**config.mk**
```make
export PLATFORM = sky130hd
export DESIGN_NAME = seq_signed_divider
export DESIGN_NICKNAME = d
export VERILOG_FILES = /design/src/rtl/seq_signed_divider_pkg.sv /design/src/rtl/seq_signed_divider_cond_negate.sv /design/src/rtl/seq_signed_divider.sv
export SDC_FILE = /design/constraint.sdc
export NUM_CORES = 1
export LEC_CHECK = 0
export CORE_ASPECT_RATIO = 0.5
export CORE_UTILIZATION = 24
export DETAILED_ROUTE_END_ITERATION = 8
export MAX_ROUTING_LAYER = met4
export PLACE_DENSITY = 0.44
export SLEW_MARGIN = 0
export SYNTH_ARGS = -nofsm -noshare
export SYNTH_HDL_FRONTEND = slang
export SYNTH_SLANG_ARGS = --single-unit
```
**constraint.sdc**
```tcl
create_clock -name clock -period 3.9 [get_ports clock]
set_input_delay 0.78 -clock clock [delete_from_list [all_inputs] [get_ports clock]]
set_output_delay 0.78 -clock clock [all_outputs]
set_load 0.05 [all_outputs]
```
**src/rtl/seq_signed_divider_pkg.sv**
```systemverilog
// Shared definitions for the sequential signed divider: default width and FSM encoding.
package seq_signed_divider_pkg;

    localparam int DIV_WIDTH = 32;

    typedef enum logic [1:0] {
        IDLE = 2'd0,
        RUN  = 2'd1,
        DONE = 2'd2
    } state_t;

endpackage

```
**src/rtl/seq_signed_divider_cond_negate.sv**
```systemverilog
// Conditional two's-complement negation: out = neg ? ~in + 1 : in.
module cond_negate #(
    parameter int WIDTH = 32
) (
    input  logic [WIDTH-1:0] in,
    input  logic             neg,
    output logic [WIDTH-1:0] out
);

    assign out = neg ? (~in + WIDTH'(1)) : in;

endmodule

```
**src/rtl/seq_signed_divider.sv**
```systemverilog
// Multi-cycle restoring signed divider: one shift/subtract step per cycle, quotient truncates
// toward zero, remainder takes the sign of the dividend.
module seq_signed_divider
    import seq_signed_divider_pkg::*;
#(
    parameter int WIDTH = DIV_WIDTH
) (
    input  logic             clock,
    input  logic             reset,
    input  logic             ctrl_DIV,
    input  logic [WIDTH-1:0] data_operandA,
    input  logic [WIDTH-1:0] data_operandB,
    output logic [WIDTH-1:0] data_result,
    output logic [WIDTH-1:0] data_remainder,
    output logic             data_exception,
    output logic             data_resultRDY,
    output logic             busy
);

    localparam int CNT_W = $clog2(WIDTH) + 1;

    state_t           state_q, state_d;
    logic [CNT_W-1:0] cnt_q, cnt_d;
    logic [WIDTH:0]   rem_q, rem_d;
    logic [WIDTH:0]   div_q, div_d;
    logic [WIDTH-1:0] quo_q, quo_d;
    logic             q_sign_q, q_sign_d;
    logic             r_sign_q, r_sign_d;
    logic             ovf_q, ovf_d;
    logic [WIDTH-1:0] result_q, result_d;
    logic [WIDTH-1:0] remainder_q, remainder_d;
    logic             exception_q, exception_d;

    // Operand magnitudes carry one extra bit so that |MIN| is representable.
    logic [WIDTH:0] a_ext, b_ext, abs_a, abs_b;
    assign a_ext = {data_operandA[WIDTH-1], data_operandA};
    assign b_ext = {data_operandB[WIDTH-1], data_operandB};

    cond_negate #(.WIDTH(WIDTH + 1)) u_abs_a (
        .in (a_ext),
        .neg(data_operandA[WIDTH-1]),
        .out(abs_a)
    );

    cond_negate #(.WIDTH(WIDTH + 1)) u_abs_b (
        .in (b_ext),
        .neg(data_operandB[WIDTH-1]),
        .out(abs_b)
    );

    // One restoring step; rem stays below |B|, so the trial difference fits WIDTH+1 signed bits.
    logic [WIDTH:0]   rem_shift, trial, step_rem;
    logic [WIDTH-1:0] step_quo;
    assign rem_shift = {rem_q[WIDTH-1:0], quo_q[WIDTH-1]};
    assign trial     = rem_shift - div_q;
    assign step_rem  = trial[WIDTH] ? rem_shift : trial;
    assign step_quo  = {quo_q[WIDTH-2:0], ~trial[WIDTH]};

    logic [WIDTH-1:0] fix_quo, fix_rem;

    cond_negate #(.WIDTH(WIDTH)) u_fix_quo (
        .in (step_quo),
        .neg(q_sign_q),
        .out(fix_quo)
    );

    cond_negate #(.WIDTH(WIDTH)) u_fix_rem (
        .in (step_rem[WIDTH-1:0]),
        .neg(r_sign_q),
        .out(fix_rem)
    );

    // NOTE: every signal gets a default first so no path through the case leaves it unassigned,
    // which would otherwise infer a latch.
    always_comb begin
        state_d     = state_q;
        cnt_d       = cnt_q;
        rem_d       = rem_q;
        div_d       = div_q;
        quo_d       = quo_q;
        q_sign_d    = q_sign_q;
        r_sign_d    = r_sign_q;
        ovf_d       = ovf_q;
        result_d    = result_q;
        remainder_d = remainder_q;
        exception_d = exception_q;

        unique case (state_q)
            IDLE, DONE: begin
                state_d = IDLE;
                if (ctrl_DIV) begin
                    rem_d    = '0;
                    quo_d    = abs_a[WIDTH-1:0];
                    div_d    = abs_b;
                    q_sign_d = data_operandA[WIDTH-1] ^ data_operandB[WIDTH-1];
                    r_sign_d = data_operandA[WIDTH-1];
                    ovf_d    = (data_operandA == {1'b1, {(WIDTH-1){1'b0}}}) &&
                               (data_operandB == '1);
                    cnt_d    = '0;
                    if (data_operandB == '0) begin
                        state_d     = DONE;
                        result_d    = '0;
                        remainder_d = data_operandA;
                        exception_d = 1'b1;
                    end else begin
                        state_d = RUN;
                    end
                end
            end
            RUN: begin
                rem_d = step_rem;
                quo_d = step_quo;
                cnt_d = cnt_q + CNT_W'(1);
                // Results are captured on the edge entering DONE so they are valid with resultRDY.
                if (cnt_q == CNT_W'(WIDTH - 1)) begin
                    state_d     = DONE;
                    result_d    = fix_quo;
                    remainder_d = fix_rem;
                    exception_d = ovf_q;
                end
            end
            default: state_d = IDLE;
        endcase
    end

    // NOTE: sequential state uses non-blocking assignments so all flops update together at the edge.
    always_ff @(posedge clock) begin
        if (!reset) begin
            state_q     <= IDLE;
            cnt_q       <= '0;
            rem_q       <= '0;
            div_q       <= '0;
            quo_q       <= '0;
            q_sign_q    <= 1'b0;
            r_sign_q    <= 1'b0;
            ovf_q       <= 1'b0;
            result_q    <= '0;
            remainder_q <= '0;
            exception_q <= 1'b0;
        end else begin
            state_q     <= state_d;
            cnt_q       <= cnt_d;
            rem_q       <= rem_d;
            div_q       <= div_d;
            quo_q       <= quo_d;
            q_sign_q    <= q_sign_d;
            r_sign_q    <= r_sign_d;
            ovf_q       <= ovf_d;
            result_q    <= result_d;
            remainder_q <= remainder_d;
            exception_q <= exception_d;
        end
    end

    assign data_result    = result_q;
    assign data_remainder = remainder_q;
    assign data_exception = exception_q;
    assign data_resultRDY = (state_q == DONE);
    assign busy           = (state_q == RUN);

endmodule

```
==> metrics.cfg, run 1 <==
[run_status]
outcome=complete, no violations

[drt]
drtAntennaViolNets=0
wl_um=43290
drtIter0Drc=712
post_drt_via_cell_ratio=4.882
drt_first_pass_iters=5
route.vias.total=12020
wl_per_cell_um=17.58
drc=0

[pwr]
cellLeakagePower_nw=6.196
power_density_nw_per_um2=934.2
totalPowerFinal_mw=14.96
vdd_drop_max_v=0.0007019

[timing]
rsz0062_at_grt=yes
tightestPinTransition_ns=1.074
min_period_ns=3.860
slew_headroom_pct=28.30
min_period_over_period_pct=98.99
fmax_mhz=259.0
finalHoldViolations=0
drv_slew=0
setup_viol=0
setup_ws_ns=0.03953
skew_ns=0.01384

[logic_synthesis]
synth.largest_area_cell=dfxtp_1
async_flop_share_pct=0
synth_flop_cell=dfxtp_1
synth_edf_count=0
netlist_area_um2=11640
syn_inst=1544
synthDistinctLibCells=76
avgSynthCellArea_um2=7.541
yosysMostFrequentCell=nor2_1
synth_seq_cells=173
synth_top_area_share_pct=29.74
synth_area_leaders=dfxtp_1 (30%), nor2_1 (6.2%), a21oi_1 (5.6%)
syn-num-nets=1650
synth_common_cells=nor2_1 (192), dfxtp_1 (173), nand2_1 (153), a21oi_1 (131), o21ai_0 (98)
synth_warnings=0
ys_seq_area_share_pct=29.74

[floorplanning]
fp.coreArea_um2=47370
rows=56
initial_core_util_pct=24.58
die_w_um=313.5
pin_count=134
die_y_um=157.8
die_area_um2=49450

[setup_path]
worst_setup_path_end_kind=flip-flop
cp-start-kind=flip-flop
cpPeakStageDelay_ns=0.54
arrival_ns=4.22
cp_top_family=compound AO/OA/AOI/OAI gates
cp_num_buf_inv=4
path_cells=inv_2, ha_4, inv_2, fa_2, a211oi_4, nor4_4, buf_4, nor3b_4, buf_4, o221ai_4, xor2_2, or4_4, o31a_1, a21oi_4, nand3_4, o311a_1, a2111oi_2
crit_type=reg2reg
crit_fanout=5
cp-startpoint=quo_q[31]
r2r_start=quo_q[31]
cp.required_ns=4.26
cpMaxStageDelayCell=or4_4

[cts]
clk-insertion-delay-late_ns=0.46
cts_sinks=173
cts_tree=built
clockRootBuffer=clkbuf_16
numCtsBuffers=17
htree_levels=4
clockBufferDepth=2
cts_hold_buf=0
path_clk_slew_ns=0.08

[grt]
grt_first_pass_wirelength_um=66430
grt_pass1_vias=11440
grt_max_degree=71
grt-ovfl-total=0
antenna_found_initial=1
grt_usage_pct=17.70

[finish]
n_fill_cell=5145
fin_util_pct=33.82
seqCellArea_um2=3466
drive_gt1_share_pct=17.77
finalNetCount=1916
area_delta_synth_final_pct=37.57
multi_input_area_um2=7844

[hold_path]
hold_start=data_result[14]
hold_class=reg2reg

[place]
hpwl_um=33440
gp_congestion=0.8786
io_buffers=133
pre_cts_ws_ns=-0.2912

[run]
drv_cap=0

## per-layer routing
metal / GRT usage, % / share of wire, % / vias up
li1: - / - / 6164
met1: 23.41 / 50 / 5650
met2: 27.84 / 45 / 175
met3: 3.615 / 4.2 / 30
met4: 3.670 / 1.3 / 0
met5: - / 0 / -
## timing repair
| item | in CTS | in global routing |
|---|---|---|
| setup buffers | 0 | 6 |
| setup endpoints to repair | 6 | 31 |
| pin swaps | 1 | 25 |
| resized for setup | 4 | 48 |
## worst reg2reg max path, stage by stage (launching register included)
cell and delay, ns:
dfxtp_2 0.33, inv_2 0.06, ha_4 0.12, inv_2 0.03, fa_2 0.36, a211oi_4 0.31, nor4_4 0.06, buf_4 0.15
nor3b_4 0.18, buf_4 0.15, o221ai_4 0.11, xor2_2 0.20, or4_4 0.54, o31a_1 0.38, a21oi_4 0.18, nand3_4 0.13
o311a_1 0.32, a2111oi_2 0.19
## final timing paths
kind                              to  slack [ns]  cells past startpoint
setup / recovery  data_remainder[29]        0.04                     17
hold / removal       data_result[14]        0.45                      2
setup reg to reg  data_remainder[29]        0.04                     17
hold reg to reg      data_result[14]        0.45                      2
## cell families (layout without fill, tap and decap cells)
logic type | after synthesis | after routing | share of synthesized area, %
AND/OR/NAND/NOR | 528 | 528 | 20.90
other | 0 | 1 | 0
flip-flops | 173 | 173 | 29.74
AO/OA/AOI/OAI | 489 | 489 | 27.78
adder cells (fa/ha/maj) | 39 | 39 | 4.255
buffers and inverters | 160 | 439 | 5.394
multiplexers | 18 | 18 | 1.623
XOR/XNOR | 137 | 137 | 10.31
## final cells by class
class                      instances  share of cell area, %
multi-input combinational       1211                  48.97
timing repair buffer             354                  19.05
clock inverter                    15                  1.414
clock buffer                      17                  2.656
tap                              638                  4.984
sequential                       173                  21.64
inverter                          53                  1.273
antenna                            1                0.01562
## flip-flops by register name (all words and copies together), names as in the netlist, 2 cells and up
name,flops
div_q,33
data_remainder,32
data_result,32
quo_q,32
rem_q,32
cnt_q,6
state_q,2
## where the power goes
part / leakage [nW] / internal (mW) / switching [mW]
sequential: 1.41 / 1.95 / 0.219
combinational: 4.47 / 4.90 / 5.97
clock: 0.315 / 1.05 / 0.874
## metrics by stage
| stage | hold WS (ns) | setup TNS, ns | instance area (µm²) | std cells |
|---|---|---|---|---|
| after floorplan | 0.4319 | -0.03664 | 11730 | 1544 |
| after global placement | 0.4394 | -10.57 | 15100 | 2423 |
| after detailed placement | 0.4492 | -12.07 | 15100 | 2423 |
| after CTS | 0.4600 | 0 | 15770 | 2455 |
| after global routing | 0.4797 | -0.6643 | 16020 | 2462 |
| final | 0.4537 | 0 | 16020 | 2462 |
## cell usage in the layout, fill, tap and decap left out, types with 10 or more instances in the layout
cell type / count
o211ai_1: 11
nand4_1: 25
nand2b_1: 10
nor3_1: 24
xor2_1: 71
a211oi_1: 49
xnor2_1: 63
or3_1: 11
or4_1: 17
o221ai_1: 16
inv_1: 48
ha_1: 35
o41ai_1: 10
o31ai_1: 28
a31oi_1: 12
a21oi_1: 126
nand3_1: 31
nor2_1: 190
and3_1: 12
o21ai_0: 88
o21ai_1: 12
and2_1: 10
buf_4: 214
mux2i_1: 13
a22oi_1: 39
a21o_1: 10
clkdlybuf4s50_1: 133
clkbuf_16: 17
nand2_1: 152
nor4_1: 13
a311oi_1: 10
dfxtp_1: 171
Note: power is estimated with default switching activity, not from simulation.
==> run 2: changes to the inputs <==
CTS_CLUSTER_SIZE = 10   (was not set)
==> results of run 2 <==
No change in the layout: final DEF, timing and power equal those of run 1.
==> run 3: changes to the inputs <==
TNS_END_PERCENT = 100   (was not set)
==> results of run 3 <==
No change in the layout: final DEF, timing and power equal those of run 1.
